**src/rtl/muldiv_unit.sv**
```systemverilog
// muldiv_unit: multi-cycle HI/LO multiply/divide unit.
// MULT/MULTU commit in one cycle after launch; DIV/DIVU run a restoring
// divider (one quotient bit per cycle) followed by a sign-fix cycle.
// The unit owns the architectural HI and LO registers and serves MTHI/MTLO.
module muldiv_unit #(
  parameter int WIDTH = 32
) (
  input  logic             clk,
  input  logic             rst,
  input  logic             start,
  input  logic [1:0]       op,
  input  logic [WIDTH-1:0] a,
  input  logic [WIDTH-1:0] b,
  input  logic             cancel,
  input  logic             hi_we,
  input  logic             lo_we,
  input  logic [WIDTH-1:0] wd,
  output logic             busy,
  output logic             done,
  output logic [WIDTH-1:0] hi,
  output logic [WIDTH-1:0] lo
);

  localparam int CW = (WIDTH > 1) ? $clog2(WIDTH) : 1;

  typedef enum logic [1:0] {
    IDLE = 2'd0,
    MUL  = 2'd1,
    DIV  = 2'd2,
    FIX  = 2'd3
  } state_t;

  state_t state, state_next;

  // Operands captured at launch; a_reg/b_reg keep the raw values.
  logic [WIDTH-1:0] a_reg, b_reg;
  logic             signed_op;     // MULT / DIV (op[0] = 0)
  logic             a_neg, b_neg;  // operand signs, signed ops only
  logic             b_zero;

  // Restoring-divider state: quo shifts the |dividend| out MSB-first while
  // quotient bits shift in at the bottom; rem holds the partial remainder.
  logic [WIDTH-1:0] quo, rem, dvsr;
  logic [CW-1:0]    count;

  // Launch/handshake decode.
  logic launch;
  logic mt_ok;
  logic commit_mul;
  logic commit_div;

  // Datapath combinational results.
  logic             in_signed;
  logic [WIDTH-1:0] a_abs, b_abs;
  logic [WIDTH:0]   rem_shift;
  logic             take;
  logic [WIDTH-1:0] diff;
  logic [WIDTH-1:0] quo_step, rem_step;
  logic [WIDTH-1:0] q_fix, r_fix;
  logic [2*WIDTH-1:0] a_ext, b_ext, prod;

  // A launch needs IDLE, start, and no simultaneous flush.
  always_comb begin
    in_signed = ~op[0];
    launch    = (state == IDLE) && start && !cancel;
    mt_ok     = (state == IDLE) && !start;
    a_abs     = (in_signed && a[WIDTH-1]) ? (~a + 1'b1) : a;
    b_abs     = (in_signed && b[WIDTH-1]) ? (~b + 1'b1) : b;
  end

  // State register.
  always_ff @(posedge clk or posedge rst) begin
    if (rst) begin
      state <= IDLE;
    end else begin
      state <= state_next;
    end
  end

  // Next-state logic; cancel pulls any busy state straight back to IDLE.
  always_comb begin
    state_next = state;
    case (state)
      IDLE: begin
        if (launch) begin
          state_next = op[1] ? DIV : MUL;
        end
      end
      MUL: begin
        state_next = IDLE;
      end
      DIV: begin
        if (cancel) begin
          state_next = IDLE;
        end else if (count == CW'(WIDTH - 1)) begin
          state_next = FIX;
        end
      end
      FIX: begin
        state_next = IDLE;
      end
      default: begin
        state_next = IDLE;
      end
    endcase
  end

  // FSM outputs: busy from state, commit strobes gated by cancel.
  always_comb begin
    busy       = (state != IDLE);
    commit_mul = (state == MUL) && !cancel;
    commit_div = (state == FIX) && !cancel;
  end

  // One restoring step, the sign fix and the full-width product.
  always_comb begin
    rem_shift = {rem, quo[WIDTH-1]};
    take      = (rem_shift >= {1'b0, dvsr});
    // Only used when take=1, where the difference is below 2^WIDTH.
    diff      = rem_shift[WIDTH-1:0] - dvsr;
    quo_step  = {quo[WIDTH-2:0], take};
    rem_step  = take ? diff : rem_shift[WIDTH-1:0];

    q_fix = (a_neg ^ b_neg) ? (~quo + 1'b1) : quo;
    r_fix = a_neg ? (~rem + 1'b1) : rem;

    // Sign- or zero-extend to 2*WIDTH; the low 2*WIDTH bits of the
    // product are then correct for both signed and unsigned operands.
    a_ext = {{WIDTH{signed_op & a_reg[WIDTH-1]}}, a_reg};
    b_ext = {{WIDTH{signed_op & b_reg[WIDTH-1]}}, b_reg};
    prod  = a_ext * b_ext;
  end

  // Operand capture at launch, then one divider iteration per DIV cycle.
  always_ff @(posedge clk or posedge rst) begin
    if (rst) begin
      a_reg     <= '0;
      b_reg     <= '0;
      signed_op <= 1'b0;
      a_neg     <= 1'b0;
      b_neg     <= 1'b0;
      b_zero    <= 1'b0;
      quo       <= '0;
      rem       <= '0;
      dvsr      <= '0;
      count     <= '0;
    end else if (launch) begin
      a_reg     <= a;
      b_reg     <= b;
      signed_op <= in_signed;
      a_neg     <= in_signed & a[WIDTH-1];
      b_neg     <= in_signed & b[WIDTH-1];
      b_zero    <= (b == '0);
      quo       <= a_abs;
      rem       <= '0;
      dvsr      <= b_abs;
      count     <= '0;
    end else if (state == DIV) begin
      quo       <= quo_step;
      rem       <= rem_step;
      count     <= count + 1'b1;
    end
  end

  // HI/LO: commits take priority; MTHI/MTLO only in an idle, non-launch cycle.
  always_ff @(posedge clk or posedge rst) begin
    if (rst) begin
      hi <= '0;
      lo <= '0;
    end else if (commit_mul) begin
      hi <= prod[2*WIDTH-1:WIDTH];
      lo <= prod[WIDTH-1:0];
    end else if (commit_div) begin
      // Divide by zero reports the raw dividend and an all-ones quotient,
      // independent of operand signs.
      if (b_zero) begin
        hi <= a_reg;
        lo <= '1;
      end else begin
        hi <= r_fix;
        lo <= q_fix;
      end
    end else if (mt_ok) begin
      if (hi_we) begin
        hi <= wd;
      end
      if (lo_we) begin
        lo <= wd;
      end
    end
  end

  // done pulses for the cycle after a committing edge.
  always_ff @(posedge clk or posedge rst) begin
    if (rst) begin
      done <= 1'b0;
    end else begin
      done <= commit_mul | commit_div;
    end
  end

endmodule
```
**config.mk**
```make
export PLATFORM = sky130hd
export DESIGN_NAME = muldiv_unit
export DESIGN_NICKNAME = d
export VERILOG_FILES = /design/src/rtl/muldiv_unit.sv
export SDC_FILE = /design/constraint.sdc
export NUM_CORES = 2
export LEC_CHECK = 0
export CORE_MARGIN = 4
export CORE_UTILIZATION = 65
export DETAILED_ROUTE_END_ITERATION = 10
export PLACE_DENSITY = 0.84
export SETUP_SLACK_MARGIN = 0.1
export SYNTH_ARGS = -nofsm -noshare
export SYNTH_HDL_FRONTEND = slang
export SYNTH_SLANG_ARGS = --single-unit
export TNS_END_PERCENT = 10
```
**constraint.sdc**
```tcl
create_clock -name clk -period 9.3 [get_ports clk]
set_input_delay 1.395 -clock clk [delete_from_list [all_inputs] [get_ports clk]]
set_output_delay 1.395 -clock clk [all_outputs]
set_load 0.005 [all_outputs]
```
[Yosys cells after proc, flatten, opt, wreduce, memory -nomap -nowiden]
Index checks and enable logic that the tools add are counted.
Cells by class
  multiply operators: 1
  magnitude comparators: 1
  reductions and logical operators: 20
  add/sub/neg operators: 6
  equal/unequal tests: 6
  mux-type cells: 26
  bitwise operators: 11
Operator list (number)
  32-bit two-way mux: 19
  32-bit by 1-bit adder with 32-bit output (second input constant): 4
  32-bit NOT: 4
  33-bit by 33-bit multiplier with 64-bit output: 1
  33-bit by 32-bit >= comparator with 1-bit output: 1
  32-bit logical NOT: 1
  32-bit subtractor: 1
  5-bit two-way mux: 2
  3-bit nonzero test: 3
  2-bit two-way mux: 4
  1-bit logical AND: 7
  2-bit one-hot mux with 3 select lines: 1
  2-bit AND reduction: 3
  5-bit by 1-bit adder with 5-bit output (second input constant): 1
  5-bit equality test (second input constant): 1
  1-bit bitwise AND: 4
  2-bit equality test (second input constant): 2
  2-bit nonzero test: 2
  3-bit inequality test (second input constant): 1
  2-bit by 1-bit equality test with 1-bit output (second input constant): 1
  1-bit logical NOT: 2
  2-bit logical NOT: 1
  2-bit inequality test (second input constant): 1
  2-bit OR reduction: 1
  3 further kinds: 3
Word-level totals
  register bits after elaboration: 236
  output and inout port bits: 66
  bits of input ports: 104
  word-level logic and storage cells: 85

[Longest topological paths before layout]
  depth after elaboration: 6
  depth in mapped cells: 32
  mapped depth without buffers: 29

[Worst setup path after synthesis]
Ideal clock, no wire load.
  path type: register to register
  from: register a_reg[31]
  to: register hi[26]
  slack: 1.139 ns
  setup time: 0.082 ns
  arrival time: 8.079 ns
  required time: 9.218 ns
  clock period less this slack: 8.161 ns
  cell stages (with the launch flop): 29
  buffers on the path: 2
  cells stage by stage: dfrtp_1 -> clkbuf_1 -> and2_1 -> clkbuf_1 -> nand2_1 -> inv_1 -> fa_1 -> inv_1 -> fa_1 -> inv_1 -> fa_1 -> fa_1 -> inv_1 -> fa_1 -> inv_1 -> fa_1 -> inv_1 -> fa_1 -> fa_1 -> inv_1 -> ha_1 -> and3_1 -> a311oi_1 -> a21boi_0 -> a2111oi_0 -> o31ai_1 -> mux2i_1 -> and3_1 -> a31oi_1
Between the ends
  word-level cells in the longest chain between the ends: 3
RTL lines
  from (decl): RTL line 36  | logic [WIDTH-1:0] a_reg, b_reg;
  from (signal assigned): RTL line 137  | a_reg <= '0;
  from (signal assigned): RTL line 148  | a_reg <= a;
  1-bit bitwise AND: RTL line 129  | a_ext = {{WIDTH{signed_op & a_reg[WIDTH-1]}}, a_reg};
  33-bit by 33-bit multiplier with 64-bit output (*): RTL line 131  | prod = a_ext * b_ext;
  32-bit two-way mux (*): RTL line 170  | end else if (commit_mul) begin
  to (signal assigned): RTL line 171  | hi <= prod[2*WIDTH-1:WIDTH];
  to (signal assigned): RTL line 177  | hi <= a_reg;
  to (signal assigned): RTL line 180  | hi <= r_fix;
  to (decl): RTL line 20  | output logic [WIDTH-1:0] hi,
Mark *: on every way between the ends. The rest lies on a longest branch, timed or not.
A chain may end at the register's enable or synchronous reset.

[Worst setup path after layout]
  from: register b_reg[18]
  to: register hi[9]
Between the ends
  word-level cells in the longest chain between the ends: 2
RTL lines
  from (decl): RTL line 36
  from (signal assigned): RTL line 138  | b_reg <= '0;
  from (signal assigned): RTL line 149  | b_reg <= b;
  33-bit by 33-bit multiplier with 64-bit output: RTL line 131
  32-bit two-way mux: RTL line 170
No other way between the ends.

==> reports/summary.md <==
The area growth from synthesis to layout was 6.860%. For the initial antenna violation count, the log shows 9. For the number of DRC markers in iteration 0, the log shows 4136. During placement, the flow inserted port buffers numbering 169. Register bit total from synthesis: 235. At the end of the flow, the number of nets in the layout was 7415.

The family with the most delay on the worst path is adder cells. At the end of routability-driven placement, the weighted congestion stood at 1.063. The tools report the data required time at the worst endpoint as 9700 ps.

The worst path in the final design needs a cycle of 8982 ps, including I/O delays and setup. The run gives 0.3740 as the global router's overall resource usage. Cell with the most instances after synthesis: sky130_fd_sc_hd__inv_1. By startpoint and endpoint, the worst setup path is classified as reg2reg. Sorting the synthesized cells by how often they occur yields 1179 x sky130_fd_sc_hd__inv_1, 1152 x sky130_fd_sc_hd__nand2_1, 1126 x sky130_fd_sc_hd__fa_1, 361 x sky130_fd_sc_hd__and2_1, 346 x sky130_fd_sc_hd__clkbuf_1.

CTS placed an instance of sky130_fd_sc_hd__clkbuf_16 at the clock tree root. Of all cell types, the one taking the most synthesized area is sky130_fd_sc_hd__fa_1. The mux share of post-synthesis cell area was 0.009984.

The worst setup path is launched from a flip-flop. The overflow left after global routing was 0; the number of clock buffers inserted by TritonCTS was 29. At the later pin of the worst-skew pair, clock insertion delay measures 590 ps.

Synthesis produced 5978 cells. The distinct cell type count after synthesis came out at 67. Yosys attributes the largest share of cell area to sky130_fd_sc_hd__fa_1 43%, sky130_fd_sc_hd__dfrtp_1 11%, sky130_fd_sc_hd__inv_1 8.4%. The maximum fanout count along the critical path was 25; the area share of the leading cell type in the synthesized netlist was 0.4303. TritonCTS built the clock tree. The highest cell delay on the worst timing path was 1040 ps; the mean routed wirelength per cell was 22.34 um.

The tightest hold path in the finished design has a slack of 478.7 ps. Wires add up to 156600 um. The run gives 0 as the number of max-cap violations.

Post-route clock period utilization: 0.9658. The simple logic cell fraction of the synthesized area is 0.1633. The remaining max-slew budget at the tightest pin is 0.1395.

Number of rows created at floorplan: 103. The register area share after synthesis was 0.1123; the post-detailed-route count of antenna-violating nets was 0. On the critical path, the stage with the largest delay is an instance of sky130_fd_sc_hd__dfrtp_1.

Summing over every cut layer, the via total after detailed routing is 42730. The tools report the maximum number of pins on one net before global-route repair as 125. The final core utilization is 0.7051. Combinational family with the most area after synthesis: adder cells. For the overall die area, the log shows 85200 sq um. The first global-routing pass estimated 248600 um of wire. The share of flip-flops with an asynchronous set or reset after synthesis works out to 1.000. Counting every net in the synthesized netlist gives 7458.

The most used flip-flop cell after synthesis is sky130_fd_sc_hd__dfrtp_1. After clock tree synthesis, the setup repair step added 0 buffers. The run gives 1 as the H-tree depth. The share of cells above drive strength 1 works out to 0.03560. Clock-pin slew was measured on the worst setup and hold paths at 60 ps. For the number of hold-repair buffers added at the cts stage, the log shows 0.

The Yosys step of the flow raised 0 warnings. Fmax: 0.1113 GHz. Setup violations remaining at the end of the flow were counted as 0.

The longest clock path from root to sink contains 3 buffers. Counting stages on the worst path, the most repeated cell is sky130_fd_sc_hd__fa_1. After routing, the total negative slack on setup checks comes to 0 ps.

In this run the horizontal extent of the chip is 291.9 um. A synthesized cell averages 8.763 sq um. Setup repair after global routing could not meet its margin everywhere.

The run gives 0 as the number of design rule violations left after detail routing. The post-detailed-placement half-perimeter wirelength is 126300 um. The fraction of the mapped netlist area in compound gates is 0.07753, and the worst setup slack for register-to-register paths is 320 ps. Together, buffers and inverters on the worst path number 7.

The number of global-route vias before repair is 45680. After detailed routing, the number of vias per cell comes to 6.097. The core area is 79390 sq um. Measured along the y axis, the die boundary spans 291.9 um. After filler insertion, the fill cell instance count of the layout stands at 5975. The flow ran to the end, and the final reports show no timing, DRC or antenna violations. Number of enable flip-flop cells after synthesis: 0. The path class of the lowest-slack min-delay path was reg2reg. The logs give 0 for the count of final max-slew check failures and 235 for the count of clock tree sinks. The final hold violation count was 0.

The starting utilization of the core area was 0.6599. The run gives 9390 ps as the worst endpoint data arrival time. The worst setup path is captured at a flip-flop. The first TritonRoute pass finished after 9 iterations. The xor/xnor cell area share of the yosys netlist was 0.03678; the synthesized area was 52380 sq um. Post-synthesis adder-cell area fraction: 0.4900. Across the routed clock network, the largest skew measured is 32.80 ps.

The transition at the pin with the smallest max-transition slack was 1286 ps. In this run the count of I/O pins placed on the die edge is 170. For the number of resized instances in the post-cts repair step, the log shows 0.
## layer usage
| layer | global-route usage | wire, um |
|---|---|---|
| met5 | 0 | 49 |
| met2 | 0.6113 | 74670 |
| met3 | 0.06807 | 15230 |
| met1 | 0.4662 | 54100 |
| met4 | 0.2314 | 12510 |
## layout by cell type (no fill, tap or decap), types with 16 or more instances in the layout
cell type	n
sky130_fd_sc_hd__nand3_1	27
sky130_fd_sc_hd__o221ai_1	28
sky130_fd_sc_hd__xnor2_1	115
sky130_fd_sc_hd__o21ai_0	199
sky130_fd_sc_hd__a31oi_1	64
sky130_fd_sc_hd__and2_1	361
sky130_fd_sc_hd__nor2_1	181
sky130_fd_sc_hd__clkbuf_16	29
sky130_fd_sc_hd__buf_4	111
sky130_fd_sc_hd__a21oi_1	163
sky130_fd_sc_hd__o211ai_1	18
sky130_fd_sc_hd__nor4_1	17
sky130_fd_sc_hd__inv_1	1176
sky130_fd_sc_hd__xor2_1	104
sky130_fd_sc_hd__dfrtp_1	220
sky130_fd_sc_hd__a21o_1	43
sky130_fd_sc_hd__ha_1	250
sky130_fd_sc_hd__nor3_1	29
sky130_fd_sc_hd__nor2b_1	16
sky130_fd_sc_hd__o31ai_1	24
sky130_fd_sc_hd__and3_1	32
sky130_fd_sc_hd__mux2i_1	50
sky130_fd_sc_hd__nand2_1	1152
sky130_fd_sc_hd__nand2b_1	19
sky130_fd_sc_hd__clkdlybuf4s50_1	169
sky130_fd_sc_hd__fa_1	1126
## through the flow
step	worst slack, ps	cell area, sq um	std cells
6_report	318.0	55980	7009
3_3_place_gp	406.2	54960	6954
3_5_place_dp	208.2	54960	6954
5_1_grt	89.22	55970	7007
2_1_floorplan	1139	52380	5978
4_1_cts	137.8	55940	7005
## cell families after synthesis
logic type               Yosys count
multiplexers                      52
adder cells (fa/ha/maj)         1376
AND/OR/NAND/NOR                 1903
flip-flops                       235
AO/OA/AOI/OAI                    657
buffers and inverters           1535
XOR/XNOR                         220
## path summary, 6_finish.rpt
check	from	cells past startpoint	end
min in group asynchronous	rst	2	count[3]
max in group asynchronous	rst	3	b_reg[21]
min reg2reg	lo[3]	2	lo[3]
max reg2reg	b_reg[18]	27	hi[9]
min	lo[3]	2	lo[3]
max	b_reg[18]	27	hi[9]
## worst min-delay path, cell delays in order, from the launching register on
cell,delay (ps)
sky130_fd_sc_hd__dfrtp_1,340
sky130_fd_sc_hd__nand2_1,50
sky130_fd_sc_hd__o21ai_0,60
## layout make-up
cell class | count | area, sq um | area share
Antenna cell | 4 | 10.01 | 0.0001788
Timing Repair Buffer | 282 | 2556 | 0.04566
Multi-Input combinational cell | 4208 | 40780 | 0.7285
Clock buffer | 38 | 799.5 | 0.01428
Sequential cell | 235 | 5899 | 0.1054
Tap cell | 1050 | 1314 | 0.02347
Inverter | 1179 | 4437 | 0.07926
Clock inverter | 13 | 181.4 | 0.003241
Power is left out: the tool's default activity adds up to more than one toggle a clock period on the data nets, which glitch-free logic cannot reach.
